===== src/rtl/scan_8seg.sv =====
// Multiplexed hex/dot display scanner with double-buffered display contents.
// Optional leading-zero blanking when SCAN_8SEG_LZB_EN is defined.
module scan_8seg #(
  parameter int unsigned NDIGITS  = 4,
  parameter int unsigned PRESCALE = 1200,
  parameter int unsigned BLANK    = 16
) (
  input  logic                   clk,
  input  logic                   rst,
  input  logic                   en,
  input  logic                   we,
  input  logic [4*NDIGITS-1:0]   wdata,
  input  logic [NDIGITS-1:0]     wdots,
  output logic                   pending,
  output logic                   oe,
  output logic [3:0]             tetrade,
  output logic                   dot,
  output logic [NDIGITS-1:0]     digit,
  output logic                   frame
);

  localparam int unsigned CW = $clog2(PRESCALE);
  localparam int unsigned IW = (NDIGITS > 1) ? $clog2(NDIGITS) : 1;

  logic [CW-1:0]          cnt_q;
  logic [IW-1:0]          idx_q;
  logic [4*NDIGITS-1:0]   disp_q, shd_q;
  logic [NDIGITS-1:0]     dots_q, shdots_q;
  logic [NDIGITS-1:0]     sup;
  logic                   slot_end, frame_end, lit;

  assign slot_end  = (cnt_q == CW'(PRESCALE - 1));
  assign frame_end = slot_end && (idx_q == IW'(NDIGITS - 1));
  assign lit       = (cnt_q >= CW'(BLANK)) && !sup[idx_q];

`ifdef SCAN_8SEG_LZB_EN
  logic lead;

  // Suppress from the top digit down while nibble and dot are both zero; digit 0 always lit.
  always_comb begin
    lead = 1'b1;
    sup  = '0;
    for (int i = NDIGITS - 1; i > 0; i--) begin
      lead   = lead && (disp_q[4*i +: 4] == 4'h0) && !dots_q[i];
      sup[i] = lead;
    end
  end
`else
  assign sup = '0;
`endif

  always_ff @(posedge clk) begin
    if (rst) begin
      cnt_q    <= '0;
      idx_q    <= '0;
      disp_q   <= '0;
      dots_q   <= '0;
      shd_q    <= '0;
      shdots_q <= '0;
      pending  <= 1'b0;
      oe       <= 1'b0;
      tetrade  <= 4'h0;
      dot      <= 1'b0;
      digit    <= '0;
      frame    <= 1'b0;
    end else if (!en) begin
      cnt_q   <= '0;
      idx_q   <= '0;
      oe      <= 1'b0;
      tetrade <= 4'h0;
      dot     <= 1'b0;
      digit   <= '0;
      frame   <= 1'b0;
      pending <= 1'b0;
      // Scanning is stopped, so there is no frame to tear: write straight through.
      if (we) begin
        disp_q   <= wdata;
        dots_q   <= wdots;
        shd_q    <= wdata;
        shdots_q <= wdots;
      end else if (pending) begin
        disp_q <= shd_q;
        dots_q <= shdots_q;
      end
    end else begin
      cnt_q <= slot_end ? '0 : cnt_q + CW'(1);
      if (slot_end) begin
        idx_q <= (idx_q == IW'(NDIGITS - 1)) ? '0 : idx_q + IW'(1);
      end
      oe      <= lit;
      digit   <= lit ? (NDIGITS'(1) << idx_q) : '0;
      tetrade <= lit ? disp_q[{idx_q, 2'b00} +: 4] : 4'h0;
      dot     <= lit && dots_q[idx_q];
      frame   <= frame_end;
      if (we) begin
        shd_q    <= wdata;
        shdots_q <= wdots;
        if (frame_end) begin
          disp_q  <= wdata;
          dots_q  <= wdots;
          pending <= 1'b0;
        end else begin
          pending <= 1'b1;
        end
      end else if (frame_end && pending) begin
        disp_q  <= shd_q;
        dots_q  <= shdots_q;
        pending <= 1'b0;
      end
    end
  end

endmodule


===== config.mk =====
export PLATFORM = sky130hd
export DESIGN_NAME = scan_8seg
export DESIGN_NICKNAME = d
export VERILOG_FILES = /design/src/rtl/scan_8seg.sv
export SDC_FILE = /design/constraint.sdc
export NUM_CORES = 1
export LEC_CHECK = 0
export BUFFER_PORTS_ARGS = -buffer_cell sky130_fd_sc_hd__buf_4
export CAP_MARGIN = 10
export CORE_MARGIN = 3
export CORE_UTILIZATION = 56
export DETAILED_ROUTE_END_ITERATION = 10
export PLACE_DENSITY = 0.87
export SYNTH_ARGS = -nofsm -noshare
export SYNTH_HDL_FRONTEND = slang
export SYNTH_SLANG_ARGS = --single-unit

===== constraint.sdc =====
create_clock -name clk -period 2.4 [get_ports clk]
set_clock_uncertainty 0.15 [all_clocks]
set_input_delay 0.6 -clock clk [delete_from_list [all_inputs] [get_ports clk]]
set_output_delay 0.6 -clock clk [all_outputs]
set_load 0.05 [all_outputs]

* Yosys cells after proc, flatten, opt, wreduce, memory -nomap -nowiden
Cells that the tools add are included.
** Storage, ports and cells
- Bits in registers :: 65
- Input port bits :: 24
- Output and inout bits :: 12
- Word-level logic and storage cells :: 55
** Cells by class
- Add/subtract/negate cells :: 2
- Magnitude comparators :: 2
- Equal/unequal tests :: 4
- Shifts and indexed selects :: 2
- Muxes and demuxes :: 20
- Bitwise gates (word level) :: 2
- Reduce and logical (&&, ||, !) cells :: 11
** Operator list (number)
- 16-bit 2-to-1 mux :: 6
- 4-bit 2-to-1 mux :: 6
- 16-bit by 5-bit variable part select with 4-bit output :: 1
- 11-bit by 1-bit adder with 11-bit output, second input constant :: 1
- 11-bit equality test, second input constant :: 1
- 11-bit by 5-bit >= comparator with 1-bit output, second input constant :: 1
- 3-bit OR reduction :: 2
- 1-bit 2-to-1 mux :: 5
- 1-bit binary-select mux with 2-bit select :: 2
- 1-bit logical AND :: 4
- 1-bit by 2-bit << shifter with 4-bit output, first input constant :: 1
- 2-bit by 3-bit < comparator with 1-bit output, second input constant :: 1
- 3-bit by 1-bit inequality test with 1-bit output, second input constant :: 1
- 3-bit by 2-bit inequality test with 1-bit output, second input constant :: 1
- 3-bit AND reduction :: 1
- 3-bit nonzero test :: 1
- 2-bit by 1-bit adder with 2-bit output, second input constant :: 1
- 2-bit equality test, second input constant :: 1
- 2-bit 2-to-1 mux :: 1
- 1-bit NOT :: 2
- 2-bit nonzero test :: 1
- 2-bit OR reduction :: 1
- 1-bit logical NOT :: 1

* Depth between registers and ports, before layout
Gate-level depths: netlist (run 1).
- Depth in word-level cells :: 6
- Mapped depth :: 6
- Gate-level depth less buffers :: 5

* Worst setup path before layout (run 1)
OpenSTA, ideal clock, no wires.
- Path kind :: register -> register
- From :: register cnt_q[8]
- To :: register disp_q[0]
- Library setup time :: 121 ps
- Arrival :: 1644 ps
- Required time :: 2129 ps
- Setup slack :: 485 ps
- Cell stages (with the launch flop) :: 6
- Path buffers :: 1
- Period minus slack after synthesis :: 1915 ps
- Cells stage by stage :: dfxtp_1 > or4_4 > nor3_2 > o2bb2ai_2 > buf_6 > mux2_4
** On the way
- Cells in the longest elaborated chain, start to end :: 5
- Elaborated cells between the ends (all ways) :: 6
- Those cells by class :: 3 x eq/ne; 3 x reduce/logical
** Ends and longest elaborated chain
- from (decl) :: line 25 : logic [CW-1:0] cnt_q;
- from (signal assigned) :: line 86 : cnt_q <= slot_end ? '0 : cnt_q + CW'(1);
- 11-bit equality test * :: line 32 : assign slot_end = (cnt_q == CW'(PRESCALE - 1));
- 1-bit logical AND * :: line 33 : assign frame_end = slot_end && (idx_q == IW'(NDIGITS - 1));
- 1-bit logical AND :: line 105 : end else if (frame_end && pending) begin
- 3-bit by 1-bit inequality test with 1-bit output (no line)
- 3-bit AND reduction (no line) *
- to (signal assigned) :: line 77 : disp_q <= wdata;
- to (signal assigned) :: line 99 : disp_q <= wdata;
- to (signal assigned) :: line 106 : disp_q <= shd_q;
- to (decl) :: line 27 : logic [4*NDIGITS-1:0] disp_q, shd_q;
Every way passes the cells marked *; elsewhere a longest branch is shown, timed or not.
A chain may end at the register's enable or synchronous reset.

* Worst setup path in the final report (run 1)
- From :: register cnt_q[8]
- To :: register disp_q[8]
Same word-level chain as after synthesis.

==> results.tsv, run 1 <==
stage	metric	value	unit
detailed_routing	viasPerCell	5.17	
setup_path	r2r_slack	0.34	ns
logic_synthesis	syn_nets	254	
die	num_rows	24	
detailed_routing	drtIter0Drc	89	
placement	gp_congestion	0.800	
setup_path	worstSetupStartpointType	flip-flop	
layout	drive_gt1_share	39.9	%
timing	finalHoldViolCount	0	
setup_path	reg2reg_to	disp_q[8]	
logic_synthesis	ys_ff_latch	65	
logic_synthesis	synth_xor_area_share	2.60	%
flow_run	drv_cap	0	
clock_tree	postCtsHoldBufs	0	
clock_tree	postCtsSetupBuffers	0	
logic_synthesis	ys.warnings.count	0	
setup_path	crit_type	flip-flop to flip-flop	
detailed_routing	ant_nets	0	
detailed_routing	wl_per_cell	14.4	um
layout	mostFrequentLayoutCells	dfxtp_1, buf_4, nor2_1, mux2i_1, mux2_4	
die	pin_count	36	
die	die_h	75.3	um
clock_tree	cts_root_buffer	clkbuf_8	
setup_path	slowest_stage	or4_4	
setup_path	crit_fanout	10	
setup_path	endpoint_kind	flip-flop	
min_path	min_to	cnt_q[0]	
timing	setup_tns	0	ns
grt	grtUsageTotal	18.6	%
layout	fin_util	70.5	%
timing	tightest_slew	0.584	ns
outcome	status	finished, final reports clean	
logic_synthesis	synth_seq_area_share	48.3	%
clock_tree	insertion_delay	0.34	ns
logic_synthesis	ys_types	36	
detailed_routing	num_vias	1679	
logic_synthesis	synthCells	227	
timing	finalCriticalPeriod	2.06	ns
power	power_density	671	mW/mm2
setup_path	crit_path_max_incr_delay	0.58	ns
layout	num_antenna_cells	0	
layout	nets	295	
grt	antenna_found_initial	0	
die	start_util	59.7	%
layout	fin_area	0.00317	mm2
clock_tree	cts_buffers	9	
clock_tree	cts-resized-gates	0	
min_path	hold_class	flip-flop to flip-flop	
setup_path	critical_path_required	2.47	ns
timing	drv_slew	0	
logic_synthesis	synth_top_family_by_area	multiplexers	
power	worst_ir_drop_vdd	502	uV
setup_path	arrival	2.13	ns
detailed_routing	drtPass1Iterations	4	
grt	grt_remaining_overflow	0	
die	die-area	0.00567	mm2
placement	hpwl	3.13	mm
placement	portBuffers	35	
power	p_leak	0.00145	uW
timing	max_freq	486	MHz
grt	grt_start_max_net_pins	43	
clock_tree	cts_sinks	65	
setup_path	crit_chain	or4_4, nor3_2, o2bb2ai_2, buf_4, mux2_4	
detailed_routing	routed_wl	4.68	mm
min_path	min-delay-start	cnt_q[0]	
layout	layout_commonest_cell	dfxtp_1	
logic_synthesis	syn_area	0.00269	mm2
detailed_routing	route.detailed.drc	0	
logic_synthesis	synth_compound_area_share	2.32	%
grt	grt_pass1_vias	1637	
clock_tree	clkTransAtPathRegs	0.07	ns
logic_synthesis	synth_mux_area_share	23.2	%
logic_synthesis	syn_area_per_cell	11.9	um2
layout	area_delta_synth_final	17.9	%
timing	slew_headroom	60.9	%
setup_path	reg2reg_depth	5	
placement	placed_cell_area	0.00299	mm2
min_path	hold_depth	1	
clock_tree	cts_max_path_buffers	2	
die	fp.coreArea	0.00450	mm2
timing	setup_violations	0	
power	total_power	2130	uW
setup_path	r2r_start	cnt_q[8]	
timing	min_period_over_period	85.7	%
grt	grt_pass1_wl	7.67	mm
layout	fill_cells	319	
clock_tree	cts_tree	built	
clock_tree	h-tree-depth	3	
die	die_x	75.3	um
logic_synthesis	synthAdderAreaFrac	1.39	%
timing	rsz0062_at_grt	false	
logic_synthesis	yosys.area_share.simple	19.1	%
final cells by class:
type / instances / area [um2] / share of cell area, %
Multi-Input combinational cell: 148 / 1310 / 41.2
Sequential cell: 65 / 1300 / 41.0
Timing Repair Buffer: 41 / 308 / 9.70
Clock buffer: 11 / 151 / 4.77
Tap cell: 52 / 65.1 / 2.05
Clock inverter: 5 / 30.0 / 0.946
Inverter: 3 / 11.3 / 0.355
sequential cells by signal (all words and copies together), names as in the netlist:
register and cells:
frame 1, dots_q 4, idx_q 2, oe 1
digit 4, tetrade 4, shdots_q 4, disp_q 16
dot 1, shd_q 16, cnt_q 11, pending 1
power breakdown:
| part | switching (uW) | internal, uW |
|---|---|---|
| clock | 405 | 425 |
| sequential | 15.0 | 1120 |
| combinational | 70.9 | 95.3 |
worst max-delay path: cells and delay by family (launching register included):
family                 cells  cell delay [ns]
AND/OR/NAND/NOR            2             0.76
flip-flops                 1             0.33
multiplexers               1             0.32
buffers and inverters      1             0.25
AO/OA/AOI/OAI              1             0.14
synthesized netlist by cell type:
cell type  number  share of area [%]
a211oi_1        1               0.28
a21oi_1         1               0.19
and2b_1         4                1.1
and2b_2        19                6.2
and3_1          2               0.46
and3_2          1               0.28
and4_1          2               0.65
and4_2          1               0.37
buf_2           3               0.56
buf_6           2               0.84
clkbuf_1        4               0.56
clkbuf_2        1               0.19
clkbuf_8        1               0.51
dfxtp_1        65                 48
ha_1            3                1.4
inv_1           3               0.42
mux2_4         20                 11
mux2i_1        21                7.8
mux4_2          5                4.2
nand2_1         4               0.56
nand2_2         1               0.23
nand2b_1        1               0.23
nand3_1         5               0.93
nand4_1         3               0.70
nor2_1         32                4.5
nor2b_1         4               0.93
nor3_1          2               0.37
nor3_2          1               0.37
nor3b_1         2               0.56
o2bb2ai_2       1               0.56
o31ai_1         1               0.28
o41ai_4         1                1.0
or3_2           1               0.28
or4_4           1               0.42
xnor2_1         1               0.33
xor2_1          7                2.3
kinds of logic after synthesis:
logic type,after synthesis
and+or+nand+nor,86
xor gates and xnor gates,8
buffers and inverters,14
AOI/OAI and AO/OA,5
muxes,46
adders and majority gates,3
DFF,65
routing by layer:
layer	track usage, %	up-vias	share of wire [%]
met5	0	-	0
met2	31.1	33	50
met4	7.57	0	1.2
met1	22.0	777	44
li1	-	862	-
met3	6.20	7	4.3
metrics by stage:
stage | hold WS (ns) | setup slack [ns] | cells
6_report | 0.339 | 0.342 | 325
5_1_grt | 0.350 | 0.239 | 325
4_1_cts | 0.330 | 0.344 | 325
3_5_place_dp | 0.313 | 0.361 | 309
3_3_place_gp | 0.307 | 0.393 | 309
2_1_floorplan | 0.287 | 0.485 | 227
worst max-delay path by stage:
stage,to,slack [ns],startpoint
final,disp_q[8],0.34,cnt_q[8]
after global routing,disp_q[8],0.24,cnt_q[0]
after CTS,disp_q[8],0.34,cnt_q[8]
after detailed placement,disp_q[4],0.36,cnt_q[8]
after global placement,disp_q[0],0.39,cnt_q[8]
after floorplan,disp_q[0],0.48,cnt_q[8]
Power figures use the tool's default switching activity.
==> run 2, diff against run 1 <==
- GPL_TIMING_DRIVEN: default -> 0
==> run 2 against run 1 <==
Effect of this change: sequential power hardly changed; clock power fell by 3.3%; critical endpoint is now disp_q[15]; flip-flop and latch count did not move; die area stayed put; core utilization increased by 0.31 points; global-route usage rose by 0.94 points; combinational power rose by 4%; clock-buffer cell count up 2; maximum frequency fell by 1.7%.
==> results.tsv, run 2 (same netlist as run 1, synthesis figures left out) <==
stage	metric	value	unit	change
outcome	status	finished, final reports clean		unchanged
clock_tree	postCtsHoldBufs	0		unchanged
setup_path	arrival	2.16	ns	was 2.13 ns
die	start_util	59.7	%	unchanged
layout	layout_commonest_cell	dfxtp_1		unchanged
power	total_power	2110	uW	was 2130 uW
grt	grt_pass1_vias	1738		was 1637
grt	grt_pass1_wl	8.11	mm	was 7.67 mm
timing	min_period_over_period	87.2	%	was 85.7%
power	p_leak	0.00145	uW	about the same
setup_path	cp_top_family	simple AND/OR/NAND/NOR gates		unchanged
clock_tree	cts_root_buffer	clkbuf_8		unchanged
die	fp.coreArea	0.00450	mm2	unchanged
layout	area_delta_synth_final	18.5	%	was 17.9%
grt	grtUsageTotal	19.5	%	was 18.6%
grt	grt_use_met1	23.3	%	was 22.0%
timing	setup_violations	0		unchanged
detailed_routing	drtIter0Drc	120		was 89
power	worst_ir_drop_vdd	460	uV	was 502 uV
grt	met2_usage	32.7	%	was 31.1%
setup_path	endpoint_kind	flip-flop		unchanged
timing	rsz0062_at_grt	false		unchanged
setup_path	crit_chain	or4_4, nor3_2, o2bb2ai_2, buf_6, mux2_4		was or4_4, nor3_2, o2bb2ai_2, buf_4, mux2_4
layout	mostFrequentLayoutCells	dfxtp_1, buf_4, nor2_1, mux2i_1, mux2_4		unchanged
placement	gp_congestion	0.775		was 0.800
clock_tree	insertion_delay	0.32	ns	was 0.34 ns
placement	portBuffers	35		unchanged
detailed_routing	num_vias	1722		was 1679
min_path	hold_class	flip-flop to flip-flop		unchanged
die	die_h	75.3	um	unchanged
grt	met3_usage	5.80	%	was 6.20%
clock_tree	clkTransAtPathRegs	0.06	ns	was 0.07 ns
layout	num_antenna_cells	0		unchanged
die	num_rows	24		unchanged
die	pin_count	36		unchanged
power	power_density	662	mW/mm2	was 671 mW/mm2
detailed_routing	route.detailed.drc	0		unchanged
clock_tree	cts_buffers	9		unchanged
detailed_routing	ant_nets	0		unchanged
setup_path	critical_path_required	2.46	ns	was 2.47 ns
timing	tightest_slew	0.615	ns	was 0.584 ns
clock_tree	cts-resized-gates	0		unchanged
grt	grt_start_max_net_pins	11		was 43
clock_tree	h-tree-depth	3		unchanged
detailed_routing	wl_per_cell	15.0	um	was 14.4 um
setup_path	slowest_stage	or4_4		unchanged
clock_tree	postCtsSetupBuffers	0		unchanged
detailed_routing	routed_wl	4.92	mm	was 4.68 mm
setup_path	crit_type	flip-flop to flip-flop		unchanged
setup_path	cp.buffers_inverters	1		unchanged
grt	grt_remaining_overflow	0		unchanged
die	die_x	75.3	um	unchanged
timing	slew_headroom	59.0	%	was 60.9%
detailed_routing	viasPerCell	5.27		was 5.17
clock_tree	cts_max_path_buffers	2		unchanged
layout	biggestRegsByFlops	disp_q: 16 flops, shd_q: 16 flops, cnt_q: 11 flops		unchanged
timing	finalHoldViolCount	0		unchanged
timing	finalCriticalPeriod	2.09	ns	was 2.06 ns
timing	max_freq	478	MHz	was 486 MHz
grt	top_usage_layer	met2		unchanged
setup_path	crit_fanout	10		unchanged
layout	nets	300		was 295
setup_path	crit_path_max_incr_delay	0.59	ns	was 0.58 ns
die	die-area	0.00567	mm2	unchanged
clock_tree	cts_tree	built		unchanged
layout	drive_gt1_share	38.5	%	was 39.9%
grt	antenna_found_initial	0		unchanged
placement	hpwl	3.40	mm	was 3.13 mm
timing	setup_tns	0	ns	unchanged
detailed_routing	drtPass1Iterations	4		unchanged
setup_path	worstSetupStartpointType	flip-flop		unchanged
clock_tree	cts_sinks	65		unchanged
timing	drv_slew	0		unchanged
flow_run	drv_cap	0		unchanged
[run 2: changes by cell type in the layout (fill, tap and decap cells not counted), sizes merged]
cell and change:
buf -1, clkinvlp -2, clkinv -3, clkbuf +8
[run 2: routing by layer]
layer  share of wire, %  vias to the layer above
met4                1.6                        0
met1                 43                      807
met2                 51                       36
met5                  0                        -
li1                   -                      870
met3                4.7                        9
[run 2: final cells by class]
type	instances	area, um2
Fill cell	348	1320
Sequential cell	65	1300
Inverter	3	11.3
Clock buffer	13	169
Timing Repair Buffer	35	263
Buffer	11	71.3
Tap cell	52	65.1
Multi-Input combinational cell	148	1310
[run 2: worst register-to-register path: stages (launching register included)]
cell and delay (ns):
dfxtp_1 0.34, or4_4 0.59, nor3_2 0.19, o2bb2ai_2 0.18, buf_6 0.22, mux2_4 0.32
[run 2: worst paths after layout]
path | depth (start not counted) | slack [ns] | start | end
worst max register to register | 5 | 0.31 | cnt_q[8] | disp_q[15]
worst min-delay path | 1 | 0.32 | cnt_q[0] | cnt_q[0]
worst max-delay path | 5 | 0.31 | cnt_q[8] | disp_q[15]
worst min register to register | 1 | 0.32 | cnt_q[0] | cnt_q[0]
[run 2: where the power goes]
part	leakage (uW)	internal, uW	switching [uW]	total [uW]
combinational	0.000836	98.8	74.3	173
clock	0.0000875	443	360	803
sequential	0.000530	1120	15.0	1130
total	0.00145	1660	449	2110
[run 2: stage by stage]
stage               hold slack, ns  setup WS [ns]  area, um2  cells  util (%)
floorplan                    0.287          0.485       2690    227         -
global placement             0.306          0.372       3020    314      67.0
detailed placement           0.316          0.344       3020    314      67.0
CTS                          0.330          0.289       3190    327      70.8
global route                 0.351          0.237       3190    327      70.8
finish                       0.323          0.308       3190    327      70.8
==> run 3, diff against run 2 <==
- CORE_UTILIZATION: 56 -> 51
- PLACE_DENSITY: 0.87 -> 0.84
- clock period: 2.4 -> 1.9 ns (I/O delays scaled with it)
==> run 3 against run 2 <==
Effect of this change: the flow now finishes with violations (setup timing); register-to-register slack got worse by 0.44 ns; critical path depth stayed put; largest power group unchanged; worst hold slack got worse by 0.046 ns; critical path type unchanged; via count increased by 0.75%; clock-buffer cell count stayed put; cell count up 5.8%; die area increased by 9.0%; power is 41% higher.
==> results.tsv, run 3 (same netlist as run 1, synthesis figures left out) <==
stage	metric	value	unit	change
clock_tree	h-tree-depth	3		unchanged
detailed_routing	ant_nets	0		unchanged
power	switchingPower	602	uW	was 449 uW
timing	tightest_slew	0.580	ns	was 0.615 ns
clock_tree	cts_sinks	65		unchanged
outcome	violations	setup timing		
detailed_routing	wl_per_cell	13.6	um	was 15.0 um
timing	drv_slew	0		unchanged
power	p_int	2380	uW	was 1660 uW
power	worst_ir_drop_vdd	581	uV	was 460 uV
clock_tree	clkTransAtPathRegs	0.07	ns	was 0.06 ns
timing	setup_violations	20		was 0
timing	finalHoldViolCount	0		unchanged
timing	slew_headroom	61.3	%	was 59.0%
layout	seq_area	0.00130	mm2	about the same
power	p_leak	0.00150	uW	was 0.00145 uW
layout	area_delta_synth_final	22.6	%	was 18.5%
layout	drive_gt1_share	40.5	%	was 38.5%
detailed_routing	drtPass1Iterations	4		unchanged
die	num_rows	25		was 24
layout	fill_cells	373		was 348
placement	gp_congestion	0.852		was 0.775
outcome	status	complete, but fails checks		was finished, final reports clean
layout	finalNonFillerCells	346		was 327
detailed_routing	route.detailed.drc	0		unchanged
detailed_routing	viasPerCell	5.01		was 5.27
layout	mostFrequentLayoutCells	dfxtp_1, buf_4, nor2_1, mux2i_1, mux2_4		unchanged
setup_path	crit_fanout	10		unchanged
clock_tree	postCtsHoldBufs	0		unchanged
layout	num_antenna_cells	0		unchanged
die	start_util	54.8	%	was 59.7%
placement	dp.cells	329		was 314
min_path	hold_class	input port to flip-flop		was flip-flop to flip-flop
layout	biggestRegsByFlops	disp_q: 16 flops, shd_q: 16 flops, cnt_q: 11 flops		unchanged
placement	hpwl	3.24	mm	was 3.40 mm
placement	portBuffers	35		unchanged
die	fp.coreArea	0.00491	mm2	was 0.00450 mm2
layout	layout_commonest_cell	dfxtp_1		unchanged
grt	antenna_found_initial	0		unchanged
power	power_frac_clock	44.8	%	was 38.1%
detailed_routing	num_vias	1735		was 1722
timing	rsz0062_at_grt	true		was false
die	die-area	0.00619	mm2	was 0.00567 mm2
timing	max_freq	492	MHz	was 478 MHz
power	swShare	20.2	%	was 21.3%
power	power_frac_seq	48.0	%	was 53.7%
timing	min_period_over_period	107	%	was 87.2%
setup_path	endpoint_kind	flip-flop		unchanged
grt	grtUsageTotal	16.9	%	was 19.5%
timing	setup_slack	-0.132	ns	was 0.308 ns
clock_tree	cts_buffers	9		unchanged
die	die_h	78.6	um	was 75.3 um
timing	finalCriticalPeriod	2.03	ns	was 2.09 ns
detailed_routing	routed_wl	4.69	mm	was 4.92 mm
setup_path	critical_path_required	1.97	ns	was 2.46 ns
flow_run	drv_cap	0		unchanged
grt	grt_start_max_net_pins	11		unchanged
grt	grt_pass1_wl	7.99	mm	was 8.11 mm
setup_path	arrival	2.10	ns	was 2.16 ns
layout	nets	302		was 300
clock_tree	cts_tree	built		unchanged
power	comb_power_share	7.3	%	was 8.2%
setup_path	crit_type	flip-flop to flip-flop		unchanged
detailed_routing	drtIter0Drc	82		was 120
power	power_density	903	mW/mm2	was 662 mW/mm2
die	die_x	78.6	um	was 75.3 um
timing	holdWs	0.277	ns	was 0.323 ns
grt	grt_pass1_vias	1726		was 1738
power	total_power	2980	uW	was 2110 uW
layout	multiInputGateArea	0.00132	mm2	was 0.00131 mm2
clock_tree	cts_max_path_buffers	2		unchanged
clock_tree	cts_root_buffer	clkbuf_8		unchanged
grt	grt_remaining_overflow	0		unchanged
die	pin_count	36		unchanged
setup_path	worstSetupStartpointType	flip-flop		unchanged
clock_tree	insertion_delay	0.33	ns	was 0.32 ns
[run 3: power groups by stage]
stage | Clock, uW | Sequential, uW | Combinational [uW]
4_1_cts | 1360 | 1430 | 219
3_5_place_dp | 0 | 1460 | 216
3_3_place_gp | 0 | 1460 | 212
5_1_grt | 1410 | 1430 | 237
6_report | 1330 | 1430 | 216
2_1_floorplan | 0 | 1460 | 148
[run 3: timing repair]
item,in CTS,in global routing
resized for setup,3,0
cloned,0,0
pin swaps,0,0
setup buffers,2,0
endpoints found under the setup margin,26,30
[run 3: metal layers]
| layer | vias up | global-route usage, % | share of wire (%) |
|---|---|---|---|
| met5 | - | 0 | 0 |
| met4 | 0 | 6.29 | 1.2 |
| li1 | 874 | - | - |
| met2 | 32 | 25.7 | 46 |
| met3 | 6 | 5.62 | 4.3 |
| met1 | 823 | 22.1 | 48 |
[run 3: final cells by class]
class / count / area share, %
flip-flops and latches: 65 / 39.5
inverters: 3 / 0.341
clock buffers: 13 / 5.12
repair buffers: 37 / 8.42
multi-input cells: 148 / 40.1
plain buffers: 11 / 2.20
clock inverters: 2 / 1.82
well taps: 67 / 2.54
[run 3: worst max-delay path, cell delays in order, from the launching register on]
cell and delay, ns:
dfxtp_2 0.33, or4_4 0.58, nor3_4 0.15, o2bb2ai_2 0.17
buf_6 0.22, mux2_4 0.31
[run 3: through the flow]
step	setup TNS, ns	instance area [um2]	utilization (%)	setup WS, ns
after floorplan	-0.203	2700	-	-0.0102
after global placement	-2.10	3050	62.0	-0.0980
after detailed placement	-2.56	3050	62.0	-0.125
after CTS	-2.36	3300	67.2	-0.128
after global routing	-3.72	3300	67.2	-0.188
final	-2.45	3300	67.2	-0.132
[run 3: path summary, 6_finish.rpt]
path                                 from  cells past startpoint    endpoint  slack (ns)
worst max-delay path             cnt_q[8]                      5  disp_q[11]       -0.13
worst min-delay path            wdata[14]                      3   shd_q[14]        0.28
worst max register to register   cnt_q[8]                      5  disp_q[11]       -0.13
worst min register to register   cnt_q[0]                      1    cnt_q[0]        0.35
